**config.mk**
```make
export PLATFORM = sky130hd
export DESIGN_NAME = norm_shifter
export DESIGN_NICKNAME = d
export VERILOG_FILES = /design/src/rtl/norm_shifter.sv
export SDC_FILE = /design/constraint.sdc
export NUM_CORES = 1
export LEC_CHECK = 0
export CAP_MARGIN = 20
export CELL_PAD_IN_SITES_DETAIL_PLACEMENT = 1
export CELL_PAD_IN_SITES_GLOBAL_PLACEMENT = 2
export CORE_MARGIN = 4
export CORE_UTILIZATION = 30
export DETAILED_ROUTE_END_ITERATION = 6
export HOLD_SLACK_MARGIN = 0.03
export PLACE_DENSITY_LB_ADDON = 0.08
export SYNTH_ARGS = -nofsm -noshare
export SYNTH_HDL_FRONTEND = slang
export SYNTH_SLANG_ARGS = --single-unit
```
**constraint.sdc**
```tcl
create_clock -name clk -period 3.8 [get_ports clk]
set_input_delay 0.76 -clock clk [delete_from_list [all_inputs] [get_ports clk]]
set_output_delay 0.76 -clock clk [all_outputs]
set_load 0.02 [all_outputs]
```
**src/rtl/norm_shifter.sv**
```systemverilog
// Leading-zero normalizer: five fixed stages (16/8/4/2/1) shift the operand left
// until bit 31 is set, accumulating the shift amount; fixed 5-cycle latency.
module norm_shifter (
    input  logic        clk,
    input  logic        rst,
    input  logic        in_valid,
    output logic        in_ready,
    input  logic [31:0] a,
    output logic        out_valid,
    input  logic        out_ready,
    output logic [31:0] z,
    output logic [4:0]  cnt,
    output logic        zero
);

    typedef enum logic [1:0] {IDLE, SHIFT, DONE} state_t;

    state_t      state, state_nxt;
    logic [31:0] w;
    logic [4:0]  c;
    logic [2:0]  s;
    logic        flag;

    logic        hit;
    logic [31:0] w_sh;
    logic [4:0]  k;

    // Stage select: test the top k bits and prepare the k-bit shifted word.
    always_comb begin
        hit  = 1'b0;
        w_sh = w;
        k    = 5'd0;
        case (s)
            3'd0: begin hit = (w[31:16] == 16'd0); w_sh = {w[15:0], 16'd0}; k = 5'd16; end
            3'd1: begin hit = (w[31:24] == 8'd0);  w_sh = {w[23:0], 8'd0};  k = 5'd8;  end
            3'd2: begin hit = (w[31:28] == 4'd0);  w_sh = {w[27:0], 4'd0};  k = 5'd4;  end
            3'd3: begin hit = (w[31:30] == 2'd0);  w_sh = {w[29:0], 2'd0};  k = 5'd2;  end
            3'd4: begin hit = ~w[31];              w_sh = {w[30:0], 1'b0};  k = 5'd1;  end
            default: ;
        endcase
    end

    always_comb begin
        state_nxt = state;
        in_ready  = 1'b0;
        out_valid = 1'b0;
        case (state)
            IDLE: begin
                in_ready = 1'b1;
                if (in_valid) state_nxt = SHIFT;
            end
            SHIFT: if (s == 3'd4) state_nxt = DONE;
            DONE: begin
                out_valid = 1'b1;
                if (out_ready) state_nxt = IDLE;
            end
            default: state_nxt = IDLE;
        endcase
    end

    always_ff @(posedge clk or posedge rst) begin
        if (rst) begin
            state <= IDLE;
            w     <= 32'd0;
            c     <= 5'd0;
            s     <= 3'd0;
            flag  <= 1'b0;
        end else begin
            state <= state_nxt;
            case (state)
                IDLE: if (in_valid) begin
                    w    <= a;
                    c    <= 5'd0;
                    s    <= 3'd0;
                    flag <= (a == 32'd0);
                end
                SHIFT: begin
                    s <= s + 3'd1;
                    if (hit) begin
                        w <= w_sh;
                        c <= c + k;
                    end
                end
                default: ;
            endcase
        end
    end

    // Result fields come straight from the working registers.
    assign z    = w;
    assign cnt  = c;
    assign zero = flag;

endmodule

```
==> flow_metrics.env <==
export IMPL_status="finished clean"
export IMPL_clock_sinks=43
export IMPL_finalSetupViolCount=0
export IMPL_postCtsResizedCells=0
export IMPL_cts_tree="done"
export IMPL_core_region_area_mm2=0.01032
export IMPL_clk_insertion_delay_late_ns=0.30
export IMPL_die_w_um=110.8
export IMPL_place_detailed_hpwl_mm=8.733
export IMPL_port_buffer_count=75
export IMPL_clk_pin_slew_ns=0.09
export IMPL_power_per_cell_area_mw_per_mm2=991.8
export IMPL_synthesis_nets=383
export IMPL_worstPathArrival_ns=3.08
export IMPL_synth_distinct_cells=40
export IMPL_detail_route_first_pass_iterations=5
export IMPL_clockBufferDepth=2
export IMPL_route_detailed_wl_per_inst_um=22.21
export IMPL_rows=37
export IMPL_detail_route_iter0_violations=158
export IMPL_postCtsSetupBuffers=0
export IMPL_finalClockSkew_ns=0.005631
export IMPL_setup_worst_path_end_class="register"
export IMPL_die_h_um=110.8
export IMPL_routed_wirelength_mm=12.02
export IMPL_tightestPinTransition_ns=1.050
export IMPL_die_area_mm2=0.01227
export IMPL_route_detailed_vias_per_inst=5.738
export IMPL_gp_congestion=0.8220
export IMPL_remaining_drc_errors=0
export IMPL_relSlewSlack=0.3002
export IMPL_timing_setup_tns_ns=0
export IMPL_final_common_cell="sky130_fd_sc_hd__clkdlybuf4s50_1"
export IMPL_finalWorstSetupSlack_ns=0.9078
export IMPL_criticalPathCategory="reg2reg"
export IMPL_grt_setup_unrepaired="no"
export IMPL_synth_top_cells_by_area="sky130_fd_sc_hd__dfrtp_1 (34%), sky130_fd_sc_hd__mux2_4 (9.0%), sky130_fd_sc_hd__o21ai_0 (5.5%)"
export IMPL_timing_fmax_mhz=345.8
export IMPL_placed_standard_cell_area_mm2=0.004061
export IMPL_htreeDepth=2
export IMPL_grt_pass1_wl_mm=19.11
export IMPL_place_worst_setup_slack_ns=0.9151
export IMPL_grt_overflow_total=0
export IMPL_instances_no_fill=541
export IMPL_post_route_cells_drive_above_1_share=0.1235
export IMPL_syn2layout_area_growth_pct=32.39
export IMPL_critical_path_cell_by_cell="inv_1 -> ha_1 -> or3_4 -> a21oi_1 -> nor2b_1 -> fa_1 -> a21o_1 -> a21oi_1 -> xnor2_1 -> nor2_1 -> mux2_4"
export IMPL_grt_max_degree=32
export IMPL_hold_buffers=0
export IMPL_first_global_vias=3287
export IMPL_req_time_crit_path_ns=3.99
export IMPL_synth_top_flop_cell="sky130_fd_sc_hd__dfrtp_1"
export IMPL_cp_buffers_inverters=1
export IMPL_postSynthRegisterBits=43
export IMPL_ant_nets=0
export IMPL_critical_path_max_fanout=9
export IMPL_gr_usage_all_layers=0.1936
export IMPL_netlist_instances=337
export IMPL_layout_nets=450
export IMPL_start_kind="register"
export IMPL_critical_path_max_stage_delay_ns=0.44
export IMPL_crit_path_top_delay_cell="sky130_fd_sc_hd__or3_4"
export IMPL_worst_path_most_repeated_cell="sky130_fd_sc_hd__a21oi_1"
export IMPL_number_of_antenna_violations_at_the_first_check_in_global_routing=0
export IMPL_numCtsBuffers=5
export IMPL_async_flop_share=1.000
export IMPL_placedCellCount=533
export IMPL_synth_edf_count=0
export IMPL_timing_hold_violations_final=0
export IMPL_max_cap_violations=0
export IMPL_synth_seq_area_share=0.3397
export IMPL_final_cell_mix="sky130_fd_sc_hd__clkdlybuf4s50_1 (75), sky130_fd_sc_hd__dfrtp_1 (43), sky130_fd_sc_hd__nand2_1 (36)"
export IMPL_syn_area_mm2=0.003168
export IMPL_count_of_inserted_antenna_diode_cells=0
export IMPL_power_static_leakage_uw=0.001702
export IMPL_final_max_slew_violation_count=0
export IMPL_fin_crit_ns=2.892
export IMPL_route_vias_total=3104
export IMPL_postLayoutCoreUtil=0.4063
export IMPL_boundaryPins=76
export IMPL_root_buffer="sky130_fd_sc_hd__clkbuf_8"
export IMPL_hold_class="reg2reg"
export IMPL_cpLargestDelayFamily="adder cells"
export IMPL_fill_cells=1189
export IMPL_start_util=0.3069
export IMPL_max_vdd_ir_drop_uv=274.0
export IMPL_synth_top_cell_area_share=0.3397
export IMPL_timing_final_crit_share=0.7611
export IMPL_yosys_area_top_type="sky130_fd_sc_hd__dfrtp_1"
export IMPL_yosysWarningCount=0
export IMPL_final_design_area_no_fill_mm2=0.004194
export IMPL_synthesis_area_per_instance_um2=9.401
logic make-up after synthesis:
logic type | share of synthesized area
XOR/XNOR | 0.01106
adder cells (fa/ha/maj) | 0.04187
AO/OA/AOI/OAI | 0.2717
multiplexers | 0.1497
buffers and inverters | 0.06358
AND/OR/NAND/NOR | 0.1224
flip-flops | 0.3397
cell type report:
cell class / count / area [µm²] / area share
timing repair buffer: 87 / 860.8 / 0.2053
inverter: 17 / 63.81 / 0.01521
tap: 136 / 170.2 / 0.04057
clock buffer: 6 / 72.57 / 0.01730
clock inverter: 2 / 60.06 / 0.01432
multi-input combinational: 250 / 1891 / 0.4508
sequential: 43 / 1076 / 0.2566
cells in the mapped netlist, types with 2 or more instances:
cell type	instances
sky130_fd_sc_hd__a21o_1	3
sky130_fd_sc_hd__nor2b_1	6
sky130_fd_sc_hd__o221ai_1	3
sky130_fd_sc_hd__a222oi_1	12
sky130_fd_sc_hd__o21ai_0	35
sky130_fd_sc_hd__inv_1	17
sky130_fd_sc_hd__nor4_1	12
sky130_fd_sc_hd__o31ai_1	4
sky130_fd_sc_hd__a221oi_1	8
sky130_fd_sc_hd__xnor2_1	3
sky130_fd_sc_hd__buf_6	3
sky130_fd_sc_hd__o22ai_1	8
sky130_fd_sc_hd__a22o_1	9
sky130_fd_sc_hd__buf_2	7
sky130_fd_sc_hd__nand3_1	4
sky130_fd_sc_hd__nand2b_1	3
sky130_fd_sc_hd__nor2_1	19
sky130_fd_sc_hd__dfrtp_1	43
sky130_fd_sc_hd__a221o_1	8
sky130_fd_sc_hd__mux2_4	19
sky130_fd_sc_hd__mux2i_1	11
sky130_fd_sc_hd__ha_1	9
sky130_fd_sc_hd__nand2_1	36
sky130_fd_sc_hd__a32oi_1	5
sky130_fd_sc_hd__a22oi_1	10
sky130_fd_sc_hd__mux2_2	7
sky130_fd_sc_hd__clkbuf_1	15
sky130_fd_sc_hd__nand4_1	2
sky130_fd_sc_hd__a21oi_1	5
worst reg2reg max path, cell delays in order (launching register included):
cell and delay [ns]:
sky130_fd_sc_hd__dfrtp_1 0.42, sky130_fd_sc_hd__inv_1 0.08, sky130_fd_sc_hd__ha_1 0.31, sky130_fd_sc_hd__or3_4 0.44
sky130_fd_sc_hd__a21oi_1 0.16, sky130_fd_sc_hd__nor2b_1 0.10, sky130_fd_sc_hd__fa_1 0.43, sky130_fd_sc_hd__a21o_1 0.19
sky130_fd_sc_hd__a21oi_1 0.17, sky130_fd_sc_hd__xnor2_1 0.13, sky130_fd_sc_hd__nor2_1 0.05, sky130_fd_sc_hd__mux2_4 0.29
routing by layer:
metal / GRT usage / part of all wire / vias to the layer above
met5: 0 / 0 / -
met4: 0.05337 / 0.018 / 0
met3: 0.03548 / 0.058 / 18
met2: 0.3066 / 0.46 / 123
met1: 0.2702 / 0.46 / 1544
li1: - / - / 1419
flip-flops by register name (all words and copies together), names as in the netlist:
name / count
zero: 1
z: 32
cnt: 5
s: 3
state: 2
stage by stage:
stage	total power (µW)	hold slack (ns)
6_report	4160	0.5315
2_1_floorplan	2731	0.5148
3_5_place_dp	3732	0.4970
5_1_grt	4464	0.5563
4_1_cts	4185	0.5277
3_3_place_gp	3702	0.5137
final timing paths:
| kind | start | end | slack [ns] | cells past startpoint |
|---|---|---|---|---|
| hold / removal | zero | zero | 0.53 | 2 |
| max in group asynchronous | rst | z[14] | 2.48 | 3 |
| hold reg to reg | zero | zero | 0.53 | 2 |
| setup reg to reg | s[0] | cnt[4] | 0.91 | 11 |
| setup / recovery | s[0] | cnt[4] | 0.91 | 11 |
| min in group asynchronous | rst | cnt[3] | 0.74 | 2 |
report_power, final:
| part | leakage [µW] | switching [µW] | total (µW) | internal (µW) |
|---|---|---|---|---|
| combinational | 0.00110 | 1420 | 2630 | 1200 |
| sequential | 0.000540 | 435 | 1090 | 660 |
| clock | 0.0000654 | 175 | 438 | 263 |
| total | 0.00170 | 2030 | 4160 | 2130 |
(Power assumes the default switching activity.)
